File: config.mk
export PLATFORM = sky130hd
export DESIGN_NAME = network_interface_flat
export DESIGN_NICKNAME = d
export VERILOG_FILES = /design/src/rtl/network_interface_if.sv /design/src/rtl/network_interface.sv /design/src/flat_wrapper.sv
export SDC_FILE = /design/constraint.sdc
export NUM_CORES = 1
export LEC_CHECK = 0
export CAP_MARGIN = 20
export CORE_MARGIN = 2
export CORE_UTILIZATION = 51
export DETAILED_ROUTE_END_ITERATION = 6
export GPL_TIMING_DRIVEN = 0
export HOLD_SLACK_MARGIN = 0.06
export PLACE_DENSITY = 0.77
export REMOVE_ABC_BUFFERS = 1
export SLEW_MARGIN = 10
export SYNTH_ARGS = -nofsm -noshare
export SYNTH_HDL_FRONTEND = slang
export SYNTH_SLANG_ARGS = --single-unit
File: constraint.sdc
create_clock -name clk -period 2.84 [get_ports clk]
set_input_delay 0.71 -clock clk [delete_from_list [all_inputs] [get_ports clk]]
set_output_delay 0.71 -clock clk [all_outputs]
set_load 0.05 [all_outputs]
File: src/rtl/network_interface_if.sv
// Signal bundle between a network interface, its host and its router port.
// The master modport is the network interface's view; slave is the host/router side.
interface network_interface_if;
    logic        host_tx_valid;
    logic        host_tx_ready;
    logic [7:0]  host_tx_dest;
    logic [7:0]  host_tx_payload;
    logic [15:0] tx_data;
    logic        tx_enable;
    logic        tx_credit_i;
    logic [15:0] rx_data;
    logic        rx_enable;
    logic        rx_credit_o;
    logic        host_rx_valid;
    logic        host_rx_ready;
    logic [15:0] host_rx_data;
    logic [15:0] tx_count;
    logic [15:0] rx_count;
    logic        err_overflow;
    logic        err_credit;
    logic        err_misroute;

    modport master (
        input  host_tx_valid, host_tx_dest, host_tx_payload, tx_credit_i,
               rx_data, rx_enable, host_rx_ready,
        output host_tx_ready, tx_data, tx_enable, rx_credit_o,
               host_rx_valid, host_rx_data, tx_count, rx_count,
               err_overflow, err_credit, err_misroute
    );

    modport slave (
        output host_tx_valid, host_tx_dest, host_tx_payload, tx_credit_i,
               rx_data, rx_enable, host_rx_ready,
        input  host_tx_ready, tx_data, tx_enable, rx_credit_o,
               host_rx_valid, host_rx_data, tx_count, rx_count,
               err_overflow, err_credit, err_misroute
    );
endinterface

File: src/rtl/network_interface.sv
// Mesh NoC network interface: credit-based flit injection toward the router
// and a first-word fall-through receive FIFO toward the host.
module network_interface #(
    parameter int unsigned XCOORD   = 0,
    parameter int unsigned YCOORD   = 0,
    parameter int unsigned CREDITS  = 4,
    parameter int unsigned RX_DEPTH = 4
) (
    input  logic                clk,
    input  logic                rst,
    network_interface_if.master bus
);

    localparam int PW = (RX_DEPTH > 1) ? $clog2(RX_DEPTH) : 1;
    localparam int CW = $clog2(RX_DEPTH + 1);
    localparam logic [2:0]    CREDIT_MAX = 3'(CREDITS);
    localparam logic [CW-1:0] FIFO_FULL  = CW'(RX_DEPTH);
    localparam logic [7:0]    LOCAL_ADDR = {4'(XCOORD), 4'(YCOORD)};

    logic [2:0]    credit_q, credit_d;
    logic [15:0]   tx_data_q, tx_data_d;
    logic          tx_enable_q, tx_enable_d;
    logic [15:0]   tx_count_q, tx_count_d;
    logic [PW-1:0] wr_ptr_q, wr_ptr_d;
    logic [PW-1:0] rd_ptr_q, rd_ptr_d;
    logic [CW-1:0] fifo_cnt_q, fifo_cnt_d;
    logic [15:0]   rx_count_q, rx_count_d;
    logic          rx_credit_q, rx_credit_d;
    logic          err_overflow_q, err_overflow_d;
    logic          err_credit_q, err_credit_d;
    logic          err_misroute_q, err_misroute_d;
    logic [15:0]   mem_q [RX_DEPTH];

    logic tx_accept;
    logic rx_pop;
    logic rx_full;
    logic rx_push;

    assign tx_accept = bus.host_tx_valid & (credit_q != 3'd0);
    assign rx_pop    = (fifo_cnt_q != '0) & bus.host_rx_ready;
    assign rx_full   = (fifo_cnt_q == FIFO_FULL);
    // A full FIFO still accepts a push when the head leaves in the same cycle.
    assign rx_push   = bus.rx_enable & (~rx_full | rx_pop);

    always_comb begin
        credit_d       = credit_q;
        tx_data_d      = tx_data_q;
        tx_enable_d    = tx_accept;
        tx_count_d     = tx_count_q;
        wr_ptr_d       = wr_ptr_q;
        rd_ptr_d       = rd_ptr_q;
        fifo_cnt_d     = fifo_cnt_q;
        rx_count_d     = rx_count_q;
        rx_credit_d    = rx_pop;
        err_overflow_d = err_overflow_q;
        err_credit_d   = err_credit_q;
        err_misroute_d = err_misroute_q;

        if (tx_accept) begin
            tx_data_d  = {bus.host_tx_payload, bus.host_tx_dest};
            tx_count_d = tx_count_q + 16'd1;
        end

        // Surplus credits are dropped so the count never exceeds the router FIFO depth.
        case ({tx_accept, bus.tx_credit_i})
            2'b10: credit_d = credit_q - 3'd1;
            2'b01: begin
                if (credit_q == CREDIT_MAX) err_credit_d = 1'b1;
                else                        credit_d     = credit_q + 3'd1;
            end
            default: ;
        endcase

        if (rx_push) begin
            wr_ptr_d   = wr_ptr_q + PW'(1);
            rx_count_d = rx_count_q + 16'd1;
            if (bus.rx_data[7:0] != LOCAL_ADDR) err_misroute_d = 1'b1;
        end
        if (bus.rx_enable && !rx_push) err_overflow_d = 1'b1;
        if (rx_pop) rd_ptr_d = rd_ptr_q + PW'(1);

        case ({rx_push, rx_pop})
            2'b10:   fifo_cnt_d = fifo_cnt_q + CW'(1);
            2'b01:   fifo_cnt_d = fifo_cnt_q - CW'(1);
            default: ;
        endcase
    end

    always_ff @(posedge clk or posedge rst) begin
        if (rst) begin
            credit_q       <= CREDIT_MAX;
            tx_data_q      <= '0;
            tx_enable_q    <= 1'b0;
            tx_count_q     <= '0;
            wr_ptr_q       <= '0;
            rd_ptr_q       <= '0;
            fifo_cnt_q     <= '0;
            rx_count_q     <= '0;
            rx_credit_q    <= 1'b0;
            err_overflow_q <= 1'b0;
            err_credit_q   <= 1'b0;
            err_misroute_q <= 1'b0;
        end else begin
            credit_q       <= credit_d;
            tx_data_q      <= tx_data_d;
            tx_enable_q    <= tx_enable_d;
            tx_count_q     <= tx_count_d;
            wr_ptr_q       <= wr_ptr_d;
            rd_ptr_q       <= rd_ptr_d;
            fifo_cnt_q     <= fifo_cnt_d;
            rx_count_q     <= rx_count_d;
            rx_credit_q    <= rx_credit_d;
            err_overflow_q <= err_overflow_d;
            err_credit_q   <= err_credit_d;
            err_misroute_q <= err_misroute_d;
        end
    end

    always_ff @(posedge clk) begin
        if (rx_push) mem_q[wr_ptr_q] <= bus.rx_data;
    end

    assign bus.host_tx_ready = (credit_q != 3'd0);
    assign bus.tx_data       = tx_data_q;
    assign bus.tx_enable     = tx_enable_q;
    assign bus.tx_count      = tx_count_q;
    assign bus.rx_credit_o   = rx_credit_q;
    assign bus.host_rx_valid = (fifo_cnt_q != '0);
    assign bus.host_rx_data  = mem_q[rd_ptr_q];
    assign bus.rx_count      = rx_count_q;
    assign bus.err_overflow  = err_overflow_q;
    assign bus.err_credit    = err_credit_q;
    assign bus.err_misroute  = err_misroute_q;

endmodule

File: src/flat_wrapper.sv
// flat-port wrapper written by rule: the top's interface ports become plain ports
module network_interface_flat 
#(
    parameter int unsigned XCOORD   = 0,
    parameter int unsigned YCOORD   = 0,
    parameter int unsigned CREDITS  = 4,
    parameter int unsigned RX_DEPTH = 4
)
  (clk, rst, bus_host_tx_valid, bus_host_tx_dest, bus_host_tx_payload, bus_tx_credit_i, bus_rx_data, bus_rx_enable, bus_host_rx_ready, bus_host_tx_ready, bus_tx_data, bus_tx_enable, bus_rx_credit_o, bus_host_rx_valid, bus_host_rx_data, bus_tx_count, bus_rx_count, bus_err_overflow, bus_err_credit, bus_err_misroute);
  network_interface_if bus_i ();
  input  logic clk;
  input  logic rst;
  input wire logic [$bits(bus_i.host_tx_valid)-1:0] bus_host_tx_valid;
  input wire logic [$bits(bus_i.host_tx_dest)-1:0] bus_host_tx_dest;
  input wire logic [$bits(bus_i.host_tx_payload)-1:0] bus_host_tx_payload;
  input wire logic [$bits(bus_i.tx_credit_i)-1:0] bus_tx_credit_i;
  input wire logic [$bits(bus_i.rx_data)-1:0] bus_rx_data;
  input wire logic [$bits(bus_i.rx_enable)-1:0] bus_rx_enable;
  input wire logic [$bits(bus_i.host_rx_ready)-1:0] bus_host_rx_ready;
  output wire logic [$bits(bus_i.host_tx_ready)-1:0] bus_host_tx_ready;
  output wire logic [$bits(bus_i.tx_data)-1:0] bus_tx_data;
  output wire logic [$bits(bus_i.tx_enable)-1:0] bus_tx_enable;
  output wire logic [$bits(bus_i.rx_credit_o)-1:0] bus_rx_credit_o;
  output wire logic [$bits(bus_i.host_rx_valid)-1:0] bus_host_rx_valid;
  output wire logic [$bits(bus_i.host_rx_data)-1:0] bus_host_rx_data;
  output wire logic [$bits(bus_i.tx_count)-1:0] bus_tx_count;
  output wire logic [$bits(bus_i.rx_count)-1:0] bus_rx_count;
  output wire logic [$bits(bus_i.err_overflow)-1:0] bus_err_overflow;
  output wire logic [$bits(bus_i.err_credit)-1:0] bus_err_credit;
  output wire logic [$bits(bus_i.err_misroute)-1:0] bus_err_misroute;
  assign bus_i.host_tx_valid = bus_host_tx_valid;
  assign bus_i.host_tx_dest = bus_host_tx_dest;
  assign bus_i.host_tx_payload = bus_host_tx_payload;
  assign bus_i.tx_credit_i = bus_tx_credit_i;
  assign bus_i.rx_data = bus_rx_data;
  assign bus_i.rx_enable = bus_rx_enable;
  assign bus_i.host_rx_ready = bus_host_rx_ready;
  assign bus_host_tx_ready = bus_i.host_tx_ready;
  assign bus_tx_data = bus_i.tx_data;
  assign bus_tx_enable = bus_i.tx_enable;
  assign bus_rx_credit_o = bus_i.rx_credit_o;
  assign bus_host_rx_valid = bus_i.host_rx_valid;
  assign bus_host_rx_data = bus_i.host_rx_data;
  assign bus_tx_count = bus_i.tx_count;
  assign bus_rx_count = bus_i.rx_count;
  assign bus_err_overflow = bus_i.err_overflow;
  assign bus_err_credit = bus_i.err_credit;
  assign bus_err_misroute = bus_i.err_misroute;
  network_interface #(.XCOORD(XCOORD), .YCOORD(YCOORD), .CREDITS(CREDITS), .RX_DEPTH(RX_DEPTH)) u_core (.clk(clk), .rst(rst), .bus(bus_i));
endmodule
==> out/metrics.csv, run 1 <==
stage,metric,value,unit
global_routing,antenna_found_initial,0,
sta,setup_viol,0,
global_routing,grt.busiest_layer,met2,
synthesis,ys_seq_area_frac,0.672,
placed_design,port_buffers,108,
worst_setup_path,end_kind,output port,
synthesis,syn_inst,365,
worst_setup_path,cp-start-kind,flip-flop,
synthesis,synthFlopType,edfxtp_1,
sta,grt_setup_unrepaired,false,
cells_and_area,drive_gt1_frac,0.127,
synthesis,synth_common_cells,"nand2_1 (77), edfxtp_1 (64), dfrtp_1 (62), xnor2_1 (28), mux4_2 (16)",
flow_run,maxCapViolCount,0,
route,firstDrtPassIters,5,
worst_setup_path,arrival,2.06,ns
placed_design,dp_hpwl,6.65,mm
floorplanning,die_area,0.0110,mm^2
floorplanning,core_area,0.00986,mm^2
worst_setup_path,cp_slowest_cell,clkdlybuf4s50_1,
synthesis,yosysTopAreaCellShare,0.369,
hold_path,min_path_type,reg -> reg,
sta,period_share,0.975,
cts,root_buffer,clkbuf_8,
synthesis,synth_most_common_cell,nand2_1,
floorplanning,dieWidth,105,um
floorplanning,ioPinCount,109,
worst_setup_path,path_buf_inv,1,
pwr,leakage,2.80,nW
sta,final_max_slew_viol_count,0,
cts,cts_tree,done,
cells_and_area,stdcell_count,629,
route,drt_iter0_drc,159,
sta,fmax,361,MHz
cts,cts_hold_buf,0,
floorplanning,initial_core_util,0.528,
synthesis,synth-warning-count,0,
placed_design,place_ws,-0.349,ns
pwr,ir_drop,0.860,mV
sta,slew_headroom,0.444,
worst_setup_path,crit_type,reg -> out,
sta,fin_crit,2.77,ns
route,wl_per_cell,16.4,um
global_routing,overflow,0,
synthesis,synthArstFlopShare,0.496,
synthesis,synth_area_per_cell,14.3,um^2
cells_and_area,area_growth,35.0,%
global_routing,grt_use_total,0.200,
cells_and_area,fin_util,0.713,
route,wl,10.3,mm
cells_and_area,design_area,0.00703,mm^2
worst_setup_path,path_cells,or3_1 > clkdlybuf4s50_1,
sta,fin_setup_tns,0,ns
global_routing,grt_max_degree,64,
cells_and_area,fin_nets,529,
global_routing,grt_pass1_wl,17.2,mm
placed_design,finalWeightedCongestion,0.760,
floorplanning,rows,36,
global_routing,met2_usage,0.319,
global_routing,met3_usage,0.0680,
placed_design,place_area,0.00642,mm^2
floorplanning,die_y,105,um
pwr,p_per_area,1150,mW/mm^2
pwr,power,8.08,mW
sta,tightest_slew,0.835,ns
synthesis,synth_area_leaders,"edfxtp_1 (37%), dfrtp_1 (30%), mux4_2 (6.9%), nand2_1 (5.5%), xnor2_1 (4.7%)",
synthesis,yosys_register_bits,127,
route,route.detailed.drc,0,
synthesis,synth_top_cell_by_area,edfxtp_1,
sta,skew,0.00707,ns
cts,clkTransAtPathRegs,0.05,ns
route,postRouteAntennaNets,0,
cts,clockBufferDepth,2,
placed_design,dp_cells,594,
worst_setup_path,crit_path_max_incr_delay,0.71,ns
synthesis,synth-edff-count,64,
worst_setup_path,crit_required,2.13,ns
sta,hold_ws,0.455,ns
route,vias,3298,
cts,h-tree-depth,4,
global_routing,grt_pass1_vias,3528,
sta,final_hold_viol_count,0,
outcome,outcome,completed,
synthesis,syn_area,0.00521,mm^2
worst_setup_path,critPathMaxFanout,8,
cts,cts.sinks,127,
cts,clk_latency,0.50,ns
sta,layout_setup_ws,0.0708,ns
global_routing,use_met1,0.254,
synthesis,synth.distinct_cells,46,
worst_setup_path,path_delay_family,buffers and inverters,
cells_and_area,n_antenna_cell,0,
cts,cts_inserted_buffers,17,
route,viasPerCell,5.24,
-- flip-flops by register name, summed over array words and instances (netlist names) --
| name | flops |
|---|---|
| u_core.bus.rx_count | 16 |
| u_core.rd_ptr_q | 2 |
| u_core.bus.tx_data | 16 |
| u_core.bus.tx_count | 16 |
| u_core.bus.rx_credit_o | 1 |
| u_core.bus.err_credit | 1 |
| u_core.credit_q | 3 |
| u_core.bus.err_overflow | 1 |
| u_core.bus.tx_enable | 1 |
| u_core.mem_q | 64 |
| u_core.bus.err_misroute | 1 |
| u_core.wr_ptr_q | 2 |
| u_core.fifo_cnt_q | 3 |
-- logic make-up after synthesis --
logic type / after synthesis / synth area share
fa+ha+maj: 8 / 0.0221
mux: 16 / 0.0692
compound gates: 23 / 0.0312
flops: 127 / 0.672
simple gates: 136 / 0.128
xor+xnor: 35 / 0.0588
buf+inv: 20 / 0.0185
-- power breakdown --
| part | internal, mW | switching, mW | leakage [nW] |
|---|---|---|---|
| logic | 1.12 | 2.03 | 1.14 |
| registers | 2.41 | 0.373 | 1.37 |
| clock network | 1.36 | 0.785 | 0.288 |
| total | 4.89 | 3.19 | 2.80 |
-- area by class of cell --
cell class / instances / area [um^2]
Clock buffer: 18 / 428
Clock inverter: 14 / 168
Fill cell: 667 / 2830
Inverter: 7 / 28.8
Multi-Input combinational cell: 218 / 1630
Sequential cell: 127 / 3500
Tap cell: 133 / 166
Timing Repair Buffer: 112 / 1110
-- cells in the final DEF, fill, tap and decap left out, types with 7 or more instances in the layout --
cell and count:
xor2_1 7, and3_1 8, nand2_1 77, xnor2_1 28, dfrtp_1 60, clkbuf_16 16
dlygate4sd2_1 17, edfxtp_1 64, nand3_1 9, mux4_2 16, nor2_1 10, clkdlybuf4s50_1 91
nand4_1 7
-- routing by layer --
| layer | wire [um] | vias up |
|---|---|---|
| li1 | - | 1559 |
| met4 | 73 | 0 |
| met3 | 654 | 6 |
| met5 | 0 | - |
| met1 | 4500 | 1629 |
| met2 | 5100 | 104 |
-- repair_timing --
item,in CTS,in global routing
gates resized for setup,20,0
endpoints found under the setup margin,17,0
buffers inserted,3,0
-- path summary, 6_finish.rpt --
kind / startpoint / endpoint / slack (ns) / depth (start not counted)
hold / removal: u_core.bus.err_misroute / u_core.bus.err_misroute / 0.45 / 1
setup / recovery: u_core.fifo_cnt_q[2] / bus_host_rx_valid / 0.07 / 2
setup reg to reg: u_core.fifo_cnt_q[2] / u_core.fifo_cnt_q[1] / 0.70 / 6
min in group asynchronous: rst / u_core.bus.tx_data[7] / 0.70 / 2
hold reg to reg: u_core.bus.err_misroute / u_core.bus.err_misroute / 0.45 / 1
max in group asynchronous: rst / u_core.rd_ptr_q[0] / 1.52 / 2
Note: power is estimated with default switching activity, not from simulation.
==> inputs of run 2 (changes only) <==
==> constraint.sdc (replaced) <==
create_clock -name clk -period 2.9 [get_ports clk]
set_input_delay 0.725 -clock clk [delete_from_list [all_inputs] [get_ports clk]]
set_output_delay 0.725 -clock clk [all_outputs]
set_load 0.05 [all_outputs]
==> run 2 against run 1 <==
Sequential cell count is the same. Via count is essentially flat. First-iteration DRC count is 2.5% higher. Cell count stayed put. Die area did not move. Non-clock buffer count is the same. Clock power down 2%. Critical path depth did not move. Combinational power down 2%.
==> out/metrics.csv, run 2 (same netlist as run 1, synthesis figures left out) <==
stage,metric,value,unit,change
worst_setup_path,end_kind,output port,,
worst_setup_path,crit_type,reg -> out,,
cells_and_area,n_antenna_cell,0,,unchanged
pwr,pwr-share-clk,0.265,,about the same
worst_setup_path,critPathMaxFanout,8,,unchanged
floorplanning,rows,36,,unchanged
cts,root_buffer,clkbuf_8,,
worst_setup_path,cp-start-kind,flip-flop,,
floorplanning,core_area,0.00986,mm^2,unchanged
worst_setup_path,arrival,2.06,ns,about the same
worst_setup_path,crit_path_max_incr_delay,0.71,ns,about the same
sta,fin_crit,2.79,ns,
worst_setup_path,path_delay_family,buffers and inverters,,
placed_design,port_buffers,108,,unchanged
sta,final_hold_viol_count,0,,unchanged
global_routing,antenna_found_initial,0,,unchanged
global_routing,grt_max_degree,64,,unchanged
floorplanning,die_area,0.0110,mm^2,unchanged
cells_and_area,regMostFlops,u_core.mem_q,,
cells_and_area,fin_nets,529,,unchanged
cts,clk_latency,0.51,ns,about the same
route,postRouteAntennaNets,0,,unchanged
sta,final_max_slew_viol_count,0,,unchanged
global_routing,grt_use_total,0.200,,unchanged
floorplanning,ioPinCount,109,,unchanged
route,drt_iter0_drc,163,,+2.5%
pwr,p_switching,3.13,mW,-1.9%
global_routing,overflow,0,,unchanged
sta,setup_viol,0,,unchanged
cts,h-tree-depth,4,,unchanged
pwr,leakage,2.80,nW,+0.14%
route,vias,3301,,+0.091%
route,wl,10.4,mm,+0.60%
floorplanning,initial_core_util,0.528,,unchanged
cts,clkTransAtPathRegs,0.05,ns,about the same
cells_and_area,area_growth,35.1,%,about the same
outcome,outcome,completed,,
sta,tightest_slew,0.865,ns,+0.0303 ns
cells_and_area,largest_reg_flops,64,,unchanged
sta,slew_headroom,0.423,,-0.0202
flow_run,maxCapViolCount,0,,unchanged
cells_and_area,stdcell_count,629,,unchanged
placed_design,finalWeightedCongestion,0.760,,unchanged
hold_path,min_path_type,reg -> reg,,
sta,skew,0.00685,ns,-0.000218 ns
cells_and_area,drive_gt1_frac,0.127,,unchanged
placed_design,dp_hpwl,6.65,mm,unchanged
pwr,p_per_area,1130,mW/mm^2,-2.0%
cts,cts_tree,done,,
worst_setup_path,path_cells,or3_1 > clkdlybuf4s50_1,,
sta,grt_setup_unrepaired,false,,
floorplanning,die_y,105,um,unchanged
pwr,ir_drop,0.839,mV,-2.4%
route,route.detailed.drc,0,,unchanged
worst_setup_path,cp_slowest_cell,clkdlybuf4s50_1,,
cts,cts_inserted_buffers,17,,unchanged
route,firstDrtPassIters,5,,unchanged
pwr,power,7.92,mW,-1.9%
sta,period_share,0.961,,
cts,clockBufferDepth,2,,unchanged
cells_and_area,final_cell_mix,"clkdlybuf4s50_1 (91), nand2_1 (77), edfxtp_1 (64), dfrtp_1 (60), xnor2_1 (28)",,
worst_setup_path,crit_required,2.17,ns,+0.04 ns
cells_and_area,final_common_cell,clkdlybuf4s50_1,,
pwr,pwr-share-comb,0.391,,about the same
route,viasPerCell,5.25,,about the same
sta,fmax,359,MHz,
pwr,seqPwrFrac,0.345,,about the same
pwr,p_int,4.79,mW,-2.0%
pwr,sw_frac_of_total,0.395,,about the same
cts,cts.sinks,127,,unchanged
floorplanning,dieWidth,105,um,unchanged
worst_setup_path,path_buf_inv,1,,unchanged
global_routing,grt_pass1_wl,17.2,mm,unchanged
placed_design,dp_cells,594,,unchanged
global_routing,grt_pass1_vias,3528,,unchanged
route,wl_per_cell,16.5,um,+0.60%
run 2: cell count changes in the layout (fill, tap and decap cells not counted), sizes merged:
cell	previous run	this run
dlymetal6s2s	0	1
dlygate4sd2	17	16
run 2: worst paths after layout:
path	startpoint	endpoint	slack [ns]	cells after the start
min in group asynchronous	rst	u_core.bus.tx_data[7]	0.71	2
worst max-delay path	u_core.fifo_cnt_q[2]	bus_host_rx_valid	0.11	2
worst max register to register	u_core.fifo_cnt_q[2]	u_core.fifo_cnt_q[1]	0.75	6
worst min-delay path	u_core.bus.err_misroute	u_core.bus.err_misroute	0.46	1
max in group asynchronous	rst	u_core.rd_ptr_q[0]	1.56	2
worst min register to register	u_core.bus.err_misroute	u_core.bus.err_misroute	0.46	1
run 2: layer usage:
layer,part of all wire,wire (um),GRT usage,vias to the layer above
li1,-,-,-,1558
met1,0.44,4560,0.254,1635
met2,0.49,5070,0.319,100
met3,0.063,653,0.0680,8
met4,0.010,109,0.0781,0
met5,0,0,0,-
run 2: area by class of cell:
type / count / area [um^2]
clock buffers: 18 / 428
clock inverters: 14 / 168
fillers: 666 / 2830
inverters: 7 / 28.8
multi-input cells: 218 / 1630
flip-flops and latches: 127 / 3500
well taps: 133 / 166
repair buffers: 112 / 1110
run 2: repair_timing:
item / in CTS / in global routing
endpoints found under the hold margin: 0 / 0
buffers inserted: 3 / 0
setup endpoints to repair: 16 / 1
gates resized for setup: 19 / 1
cloned: 0 / 0
hold buffers: 0 / 0
run 2: per-stage QoR:
step           setup TNS, ns  instance area, um^2  hold slack (ns)  worst slack [ns]   util
5_1_grt                    0                 7040            0.485            0.0507  0.713
3_5_place_dp           -4.76                 6420            0.448            -0.304  0.651
4_1_cts                    0                 7030            0.461            0.0186  0.713
3_3_place_gp          -68.21                 6390            0.443             -1.25  0.648
6_report                   0                 7040            0.456             0.112  0.713
2_1_floorplan         -0.211                 5140            0.551            -0.151      -
run 2: power by group through the flow:
stage	clock (mW)	combinational, mW	sequential (mW)
global route	2.22	3.29	2.79
global placement	0	3.04	2.78
floorplan	0	1.48	3.36
CTS	2.14	3.13	2.73
detailed placement	0	3.10	2.82
finish	2.10	3.09	2.73
run 2: worst register-to-register path: stages, from the launching register on:
cell and delay (ns):
dfrtp_1 0.45, or3_1 0.40, and2_0 0.25, nand2b_1 0.12, fa_1 0.45, o22a_1 0.19, o221ai_1 0.19
==> inputs of run 3 (changes only) <==
==> constraint.sdc (replaced) <==
create_clock -name clk -period 2.9 [get_ports clk]
set_input_delay 0.87 -clock clk [delete_from_list [all_inputs] [get_ports clk]]
set_output_delay 0.87 -clock clk [all_outputs]
set_load 0.05 [all_outputs]
==> run 3 against run 2 <==
Wire length grew 0.36%. First-iteration DRC count shrank 4.3%. Fmax shrank 1.4%. Die area is the same. Sequential share of layout area is essentially flat. Register-to-register slack is essentially flat. Non-clock buffer count is the same. Clock power is essentially flat. Largest cell class unchanged. Largest power group unchanged.
==> out/metrics.csv, run 3 (same netlist as run 1, synthesis figures left out) <==
stage,metric,value,unit,change
cts,cts_hold_buf,0,,unchanged
pwr,pwr-share-clk,0.264,,about the same
sta,fin_setup_tns,0,ns,unchanged
global_routing,grt_max_degree,64,,unchanged
cells_and_area,final_common_cell,clkdlybuf4s50_1,,
worst_setup_path,crit_required,2.03,ns,-0.14 ns
global_routing,overflow,0,,unchanged
cts,h-tree-depth,4,,unchanged
sta,setup_viol,0,,unchanged
route,wl,10.4,mm,+0.36%
pwr,ir_drop,0.842,mV,+0.38%
sta,tightest_slew,0.837,ns,-0.0276 ns
floorplanning,rows,36,,unchanged
cells_and_area,fin_nets,529,,unchanged
pwr,p_per_area,1130,mW/mm^2,+0.35%
floorplanning,initial_core_util,0.528,,unchanged
cts,clockBufferDepth,2,,unchanged
sta,period_share,0.975,,+0.0141
sta,fmax,354,MHz,-1.4%
worst_setup_path,crit_path_max_incr_delay,0.51,ns,-0.20 ns
cells_and_area,final_cell_mix,"clkdlybuf4s50_1 (90), nand2_1 (77), edfxtp_1 (64), dfrtp_1 (60), xnor2_1 (28)",,
cells_and_area,largest_reg_flops,64,,unchanged
cells_and_area,fin_util,0.714,,about the same
route,route.detailed.drc,0,,unchanged
floorplanning,dieWidth,105,um,unchanged
sta,final_hold_viol_count,0,,unchanged
cts,clk_latency,0.50,ns,about the same
route,firstDrtPassIters,5,,unchanged
global_routing,grt_pass1_wl,17.4,mm,+0.92%
outcome,outcome,completed,,
worst_setup_path,end_kind,output port,,
placed_design,place_ws,-0.449,ns,-0.145 ns
sta,slew_headroom,0.442,,+0.0184
sta,skew,0.00669,ns,-0.000165 ns
worst_setup_path,cp_slowest_cell,mux4_2,,
flow_run,maxCapViolCount,0,,unchanged
global_routing,grt_use_total,0.202,,+0.00204
cells_and_area,n_antenna_cell,0,,unchanged
pwr,seqPwrFrac,0.343,,-0.002
cts,cts.sinks,127,,unchanged
worst_setup_path,path_delay_family,buffers and inverters,,
floorplanning,die_y,105,um,unchanged
sta,fin_crit,2.83,ns,+0.0409 ns
sta,grt_setup_unrepaired,false,,
pwr,p_int,4.81,mW,+0.48%
cells_and_area,drive_gt1_frac,0.159,,+0.0323
cells_and_area,multi_input_area,0.00163,mm^2,unchanged
worst_setup_path,path_cells,buf_4 > mux4_2 > clkdlybuf4s15_2,,
sta,final_max_slew_viol_count,0,,unchanged
placed_design,place_area,0.00642,mm^2,unchanged
cts,root_buffer,clkbuf_8,,
floorplanning,core_area,0.00986,mm^2,unchanged
route,postRouteAntennaNets,0,,unchanged
route,drt_iter0_drc,156,,-4.3%
floorplanning,ioPinCount,109,,unchanged
hold_path,min_path_type,reg -> reg,,
cells_and_area,fillers,656,,-1.5%
pwr,sw_frac_of_total,0.395,,-0.000497
placed_design,finalWeightedCongestion,0.760,,unchanged
route,wl_per_cell,16.6,um,+0.36%
floorplanning,die_area,0.0110,mm^2,unchanged
cells_and_area,regMostFlops,u_core.mem_q,,
sta,layout_setup_ws,0.0714,ns,-0.0409 ns
cts,clkTransAtPathRegs,0.06,ns,about the same
worst_setup_path,critPathMaxFanout,5,,-3
cells_and_area,regArea,0.00350,mm^2,unchanged
sta,hold_ws,0.456,ns,-0.0000110 ns
pwr,pwr-share-comb,0.393,,+0.002
cts,cts_inserted_buffers,17,,unchanged
cts,cts_tree,done,,
worst_setup_path,arrival,1.96,ns,-0.10 ns
placed_design,port_buffers,108,,unchanged
worst_setup_path,crit_type,reg -> out,,
worst_setup_path,path_buf_inv,2,,+1
cells_and_area,area_growth,35.1,%,about the same
pwr,p_switching,3.14,mW,+0.28%
global_routing,antenna_found_initial,0,,unchanged
worst_setup_path,cp-start-kind,flip-flop,,
placed_design,dp_hpwl,6.65,mm,unchanged
pwr,leakage,2.79,nW,-0.61%
global_routing,grt_pass1_vias,3573,,+1.3%
route,viasPerCell,5.25,,about the same
cells_and_area,design_area,0.00704,mm^2,about the same
route,vias,3304,,+0.091%
run 3: metrics by stage:
stage               instances  power [mW]
CTS                       629        8.05
global placement          593        5.82
global route              629        8.33
detailed placement        594        5.92
floorplan                 352        4.84
finish                    629        7.95
run 3: final timing paths:
| check | from | to | slack (ns) | depth (start not counted) |
|---|---|---|---|---|
| max in group asynchronous | rst | u_core.rd_ptr_q[0] | 1.42 | 2 |
| hold / removal | u_core.bus.err_misroute | u_core.bus.err_misroute | 0.46 | 1 |
| setup reg to reg | u_core.fifo_cnt_q[2] | u_core.fifo_cnt_q[1] | 0.75 | 6 |
| hold reg to reg | u_core.bus.err_misroute | u_core.bus.err_misroute | 0.46 | 1 |
| setup / recovery | u_core.rd_ptr_q[0] | bus_host_rx_data[3] | 0.07 | 3 |
| min in group asynchronous | rst | u_core.bus.tx_data[7] | 0.86 | 2 |
run 3: timing repair:
item	in CTS	in global routing
gates resized for setup	51	10
setup endpoints to repair	18	5
buffers inserted	3	0
run 3: power by group through the flow:
stage	Sequential, mW	Clock (mW)	Combinational [mW]
detailed placement	2.82	0	3.10
CTS	2.73	2.14	3.19
floorplan	3.36	0	1.48
global placement	2.78	0	3.04
global route	2.79	2.22	3.33
finish	2.73	2.10	3.13
run 3: area by class of cell:
cell class,count,share of cell area
multi-input cells,218,0.231
inverters,7,0.00409
clock inverters,14,0.0238
repair buffers,112,0.159
clock buffers,18,0.0608
well taps,133,0.0236
flip-flops and latches,127,0.498
run 3: routing by layer:
metal	share of wire	up-vias	GRT usage
li1	-	1557	-
met1	0.43	1632	0.254
met2	0.50	106	0.326
met4	0.0079	0	0.0781
met3	0.065	9	0.0674
met5	0	-	0
